$ cat config.mk
export PLATFORM = sky130hd
export DESIGN_NAME = monitor_contador_mod
export DESIGN_NICKNAME = d
export VERILOG_FILES = /design/src/rtl/monitor_contador_mod.sv
export SDC_FILE = /design/constraint.sdc
export NUM_CORES = 1
export LEC_CHECK = 0
export ABC_AREA = 1
export BUFFER_PORTS_ARGS = -buffer_cell sky130_fd_sc_hd__buf_2
export CORE_UTILIZATION = 45
export CTS_BUF_LIST = sky130_fd_sc_hd__clkbuf_4
export DETAILED_ROUTE_END_ITERATION = 16
export PLACE_DENSITY_LB_ADDON = 0.05
export SETUP_SLACK_MARGIN = 0.1
export SYNTH_ARGS = -nofsm -noshare
export SYNTH_HDL_FRONTEND = slang
export SYNTH_SLANG_ARGS = --single-unit
$ cat constraint.sdc
create_clock -name Clock -period 2.5 [get_ports Clock]
set_clock_uncertainty 0.2 [all_clocks]
set_input_delay 0.25 -clock Clock [delete_from_list [all_inputs] [get_ports Clock]]
set_output_delay 0.25 -clock Clock [all_outputs]
set_load 0.02 [all_outputs]
$ cat src/rtl/monitor_contador_mod.sv
// monitor_contador_mod: watches a modulo-MODULO count stream from the
// upstream counter. It acquires and tracks lock, pulses Volta on each valid
// wrap, counts completed periods, and keeps a sticky first-error code.
module monitor_contador_mod #(
    parameter int MODULO = 5,
    parameter int CNT_W  = 3,
    parameter int LOCK_N = 4,
    parameter int PER_W  = 8
) (
    input  logic             Clock,
    input  logic             Reset_n,
    input  logic             Habilita,
    input  logic [CNT_W-1:0] Entrada,
    input  logic             LimpaErro,
    output logic             Sincronizado,
    output logic             Volta,
    output logic [PER_W-1:0] Periodos,
    output logic             Erro,
    output logic [1:0]       CodigoErro
);

    localparam int ACW = $clog2(LOCK_N + 1);

    // One extra bit so that MODULO itself is representable in the range compare.
    localparam logic [CNT_W:0]   MOD_V  = (CNT_W + 1)'(MODULO);
    localparam logic [CNT_W-1:0] LAST_V = CNT_W'(MODULO - 1);
    localparam logic [ACW-1:0]   LOCK_LAST = ACW'(LOCK_N - 1);

    localparam logic [1:0] ERR_NONE  = 2'b00;
    localparam logic [1:0] ERR_RANGE = 2'b01;
    localparam logic [1:0] ERR_SEQ   = 2'b10;

    typedef enum logic [1:0] {
        BUSCA = 2'd0,
        TRAVA = 2'd1,
        SINC  = 2'd2
    } state_e;

    state_e           state_q, state_d;
    logic [CNT_W-1:0] prev_q, prev_d;
    logic [ACW-1:0]   acertos_q, acertos_d;
    logic             volta_q, volta_d;
    logic [PER_W-1:0] periodos_q, periodos_d;
    logic             erro_q, erro_d;
    logic [1:0]       codigo_q, codigo_d;

    logic             in_range;
    logic             prev_last;
    logic [CNT_W-1:0] expected;
    logic             match;
    logic             raise_err;
    logic [1:0]       err_code;

    // Sample decode: range check and expected next value after prev.
    always_comb begin
        in_range  = ({1'b0, Entrada} < MOD_V);
        prev_last = (prev_q == LAST_V);
        expected  = prev_last ? '0 : prev_q + CNT_W'(1);
        match     = in_range && (Entrada == expected);
    end

    // State register and all registered outputs.
    always_ff @(posedge Clock or negedge Reset_n) begin
        if (!Reset_n) begin
            state_q    <= BUSCA;
            prev_q     <= '0;
            acertos_q  <= '0;
            volta_q    <= 1'b0;
            periodos_q <= '0;
            erro_q     <= 1'b0;
            codigo_q   <= ERR_NONE;
        end else begin
            // NOTE: non-blocking so every register samples the pre-edge values.
            state_q    <= state_d;
            prev_q     <= prev_d;
            acertos_q  <= acertos_d;
            volta_q    <= volta_d;
            periodos_q <= periodos_d;
            erro_q     <= erro_d;
            codigo_q   <= codigo_d;
        end
    end

    // Next-state logic: lock acquisition/tracking and error detection.
    always_comb begin
        // NOTE: defaults first so every path assigns every target (no latches).
        state_d   = state_q;
        prev_d    = prev_q;
        acertos_d = acertos_q;
        raise_err = 1'b0;
        err_code  = ERR_NONE;
        if (Habilita) begin
            unique case (state_q)
                BUSCA: begin
                    if (in_range) begin
                        state_d   = TRAVA;
                        prev_d    = Entrada;
                        acertos_d = '0;
                    end else begin
                        raise_err = 1'b1;
                        err_code  = ERR_RANGE;
                    end
                end
                TRAVA: begin
                    if (!in_range) begin
                        state_d   = BUSCA;
                        raise_err = 1'b1;
                        err_code  = ERR_RANGE;
                    end else if (match) begin
                        prev_d = Entrada;
                        if (acertos_q == LOCK_LAST) begin
                            state_d   = SINC;
                            acertos_d = '0;
                        end else begin
                            acertos_d = acertos_q + ACW'(1);
                        end
                    end else begin
                        // Still acquiring: restart the run without flagging.
                        prev_d    = Entrada;
                        acertos_d = '0;
                    end
                end
                SINC: begin
                    if (!in_range) begin
                        state_d   = BUSCA;
                        raise_err = 1'b1;
                        err_code  = ERR_RANGE;
                    end else if (match) begin
                        prev_d = Entrada;
                    end else begin
                        state_d   = TRAVA;
                        prev_d    = Entrada;
                        acertos_d = '0;
                        raise_err = 1'b1;
                        err_code  = ERR_SEQ;
                    end
                end
                default: begin
                    state_d   = BUSCA;
                    acertos_d = '0;
                end
            endcase
        end
    end

    // Output next values: wrap pulse, saturating period count, sticky error.
    always_comb begin
        volta_d    = Habilita && (state_q == SINC) && prev_last && (Entrada == '0);
        periodos_d = periodos_q;
        if (volta_d && (periodos_q != '1)) begin
            periodos_d = periodos_q + PER_W'(1);
        end
        erro_d   = erro_q;
        codigo_d = codigo_q;
        if (raise_err) begin
            // A clear in the same cycle makes this the first error again.
            erro_d = 1'b1;
            if (!erro_q || LimpaErro) begin
                codigo_d = err_code;
            end
        end else if (LimpaErro) begin
            erro_d   = 1'b0;
            codigo_d = ERR_NONE;
        end
    end

    assign Sincronizado = (state_q == SINC);
    assign Volta        = volta_q;
    assign Periodos     = periodos_q;
    assign Erro         = erro_q;
    assign CodigoErro   = codigo_q;

endmodule
==> flow_metrics.py <==
metrics = {
    "layout": {
        "finish.instance_area_um2": 1460,
        "syn2layout_area_growth_pct": 13.7,
        "fin_nets": 204,
        "antenna_cells": 0,
        "drive_gt1_share_pct": 25.1,
        "utilization_pct": 56.3,
    },
    "global_routing": {
        "grt_pass1_wl_mm": 4.41,
        "grt_pass1_vias": 1085,
        "gr-total-overflow": 0,
        "antenna_found_initial": 0,
        "grt_max_degree": 21,
        "grtUsageTotal_pct": 17.9,
    },
    "clock_tree": {
        "cts_buffer_depth": 2,
        "cts_sinks": 20,
        "cts.clk_slew.worst_paths_ns": 0.11,
        "clockRootBuffer": "clkbuf_4",
        "cts_buffers": 3,
        "h-tree-depth": 1,
        "cts_setup_buffers": 0,
        "clk_latency_ns": 0.30,
        "cts_tree": "done",
    },
    "placed_design": {
        "placed_cell_area_um2": 1420,
        "io_buffers": 19,
        "gp_congestion": 0.815,
        "preCtsSetupSlack_ns": 0.602,
        "dp_hpwl_mm": 1.99,
    },
    "pwr": {
        "p_leak_nw": 0.780,
        "power.density_nw_per_um2": 710,
        "ir_worst_vdd_mv": 0.531,
        "finalPower_mw": 1.03,
    },
    "worst_hold_path": {
        "hold_depth": 4,
        "holdPathEnd": "CodigoErro[1]",
        "hp-class": "input pin to flop",
        "min_from": "LimpaErro",
    },
    "sta": {
        "rsz0062_at_grt": "false",
        "final_period_minus_worst_setup_slack_ns": 1.91,
        "hold_viol_final": 0,
        "setup_viol": 0,
        "slew_violations": 0,
        "finalCritPeriodShare_pct": 76.5,
        "fin_ws_ns": 0.587,
        "setup_tns_ns": 0,
        "fmaxAchievable_ghz": 0.523,
        "slew_headroom_pct": 69.3,
        "worst_pin_slew_ns": 0.460,
    },
    "route": {
        "routedWlPerCell_um": 11.4,
        "via_count": 1139,
        "antenna_left": 0,
        "drtIter0Drc": 34,
        "drc": 0,
        "wl_mm": 2.53,
        "firstDrtPassIters": 4,
        "routed_via_density": 5.15,
    },
    "yosys": {
        "syn_area_um2": 1280,
        "seq_area_frac_synth_pct": 39.0,
        "ys_types": 25,
        "syn-num-nets": 178,
        "ys_warn_count": 0,
        "synth_area_per_cell_um2": 7.68,
        "syn_inst": 167,
        "ys_seq_elements": 20,
    },
    "worst_setup_path": {
        "required_ns": 2.50,
        "cp_max_fo": 4,
        "cp-start-kind": "flop",
        "r2r_start": "prev_q[0]",
        "path_class": "flop to flop",
        "crit_path_frequent_cell": "nand2_1",
        "regToRegSetupSlack_ns": 0.59,
        "critPathMaxStageDelay_ns": 0.42,
        "reg2reg_depth": 12,
        "cpLargestDelayFamily": "simple AND/OR/NAND/NOR gates",
        "worstPathCellList": "inv_1, ha_1, inv_1, nand2_1, nand2_1, nand2_2, nor2_4, nand2_4, o21ai_4, nand2_2, nand2_1, nand2_1",
        "worstPathArrival_ns": 1.92,
        "slowest_stage": "dfrtp_1",
        "cp_num_buf_inv": 2,
        "worst_r2r_endpoint": "state_q[0]",
        "cp-end-kind": "flop",
    },
    "floorplan": {
        "rows": 18,
        "io_pins": 20,
        "die_h_um": 55.4,
        "dieArea_um2": 3070,
        "core_um2": 2590,
        "initial_core_util_pct": 49.5,
        "fp.dieW_um": 55.4,
    },
    "job": {
        "maxCapViolCount": 0,
    },
    "run_status": {
        "status": "finished, final reports clean",
    },
}
==> cell type report <==
cell class,count,area (µm²)
clock buffers,3,22.5
fillers,251,1130
inverters,26,103
multi-input cells,121,679
flip-flops and latches,20,500
well taps,30,37.5
repair buffers,21,115
==> tightest hold or removal path, stage by stage <==
cell,delay [ns]
buf_2,0.09
nand2_1,0.06
nand3_1,0.06
nand2_1,0.04
==> kinds of logic after synthesis <==
kind of cell	Yosys count	share of synthesized area, %
AND/OR/NAND/NOR	96	37.4
buffers and inverters	26	8.00
flip-flops	20	39.0
AO/OA/AOI/OAI	14	6.93
XOR/XNOR	7	4.78
adder cells (fa/ha/maj)	4	3.90
==> cells in the final DEF (no fill, tap or decap), types with 4 or more instances in the layout <==
cell type	count
inv_1	22
o21ai_0	4
nand2_2	8
nand2_1	46
ha_1	4
nand4_1	5
nor2_1	11
nand3_1	13
o21ai_1	5
dfrtp_1	20
xor2_1	6
buf_2	19
==> report_power, final <==
part           internal [mW]  switching, mW  total (mW)
sequential             0.381         0.0622       0.443
clock                 0.0561         0.0969       0.153
combinational          0.153          0.286       0.438
total                  0.590          0.445        1.03
==> metrics by stage <==
step,hold slack [ns],cells
6_report,0.0408,221
3_3_place_gp,0.0218,216
2_1_floorplan,-0.246,167
5_1_grt,0.0620,221
4_1_cts,0.0340,221
3_5_place_dp,0.0304,216
==> worst max-delay path by stage <==
stage,from,endpoint,slack [ns],depth (start not counted)
after detailed placement,prev_q[0],CodigoErro[1],0.60,12
after global placement,prev_q[0],CodigoErro[1],0.66,12
after CTS,prev_q[0],state_q[1],0.58,12
after global routing,prev_q[0],CodigoErro[1],0.42,12
after floorplan,prev_q[0],state_q[0],0.74,12
final,prev_q[0],state_q[0],0.59,12
==> per-layer routing <==
| metal | track usage [%] | routed length, µm | vias to the layer above |
|---|---|---|---|
| met2 | 29.8 | 1240 | 18 |
| met1 | 23.1 | 1190 | 537 |
| met3 | 2.34 | 69 | 2 |
| li1 | - | - | 582 |
| met5 | 0 | 0 | - |
| met4 | 7.86 | 18 | 0 |
==> timing repair <==
action,4_1_cts,5_1_grt
endpoints found under the hold margin,21,0
hold buffers,2,0
gates resized for setup,0,0
==> registers in the layout, summed over array words and instances (netlist names) <==
name and cells:
Periodos 8, Volta 1, state_q 2, prev_q 3, Erro 1, CodigoErro 2, acertos_q 3
==> cell usage after synthesis <==
cell type,number,area [µm²]
nand2_4,2,22.5
nor2_1,11,41.3
inv_1,22,82.6
nand4_1,5,31.3
nand3_1,13,65.1
a21oi_1,2,10.0
nor4_1,1,6.26
nand3_2,2,20.0
or2_2,1,6.26
o21ai_0,4,20.0
nor2_4,2,22.5
dfrtp_1,20,500
nor3_1,1,5.00
nor2_2,3,18.8
xnor2_1,1,8.76
xor2_1,6,52.6
ha_1,4,50.1
o21ai_4,1,16.3
nand2_1,46,173
nand2_2,8,50.1
clkinv_4,1,8.76
inv_2,3,11.3
a21oi_2,2,17.5
o21ai_1,5,25.0
nand3_4,1,17.5
(Power assumes the default switching activity.)
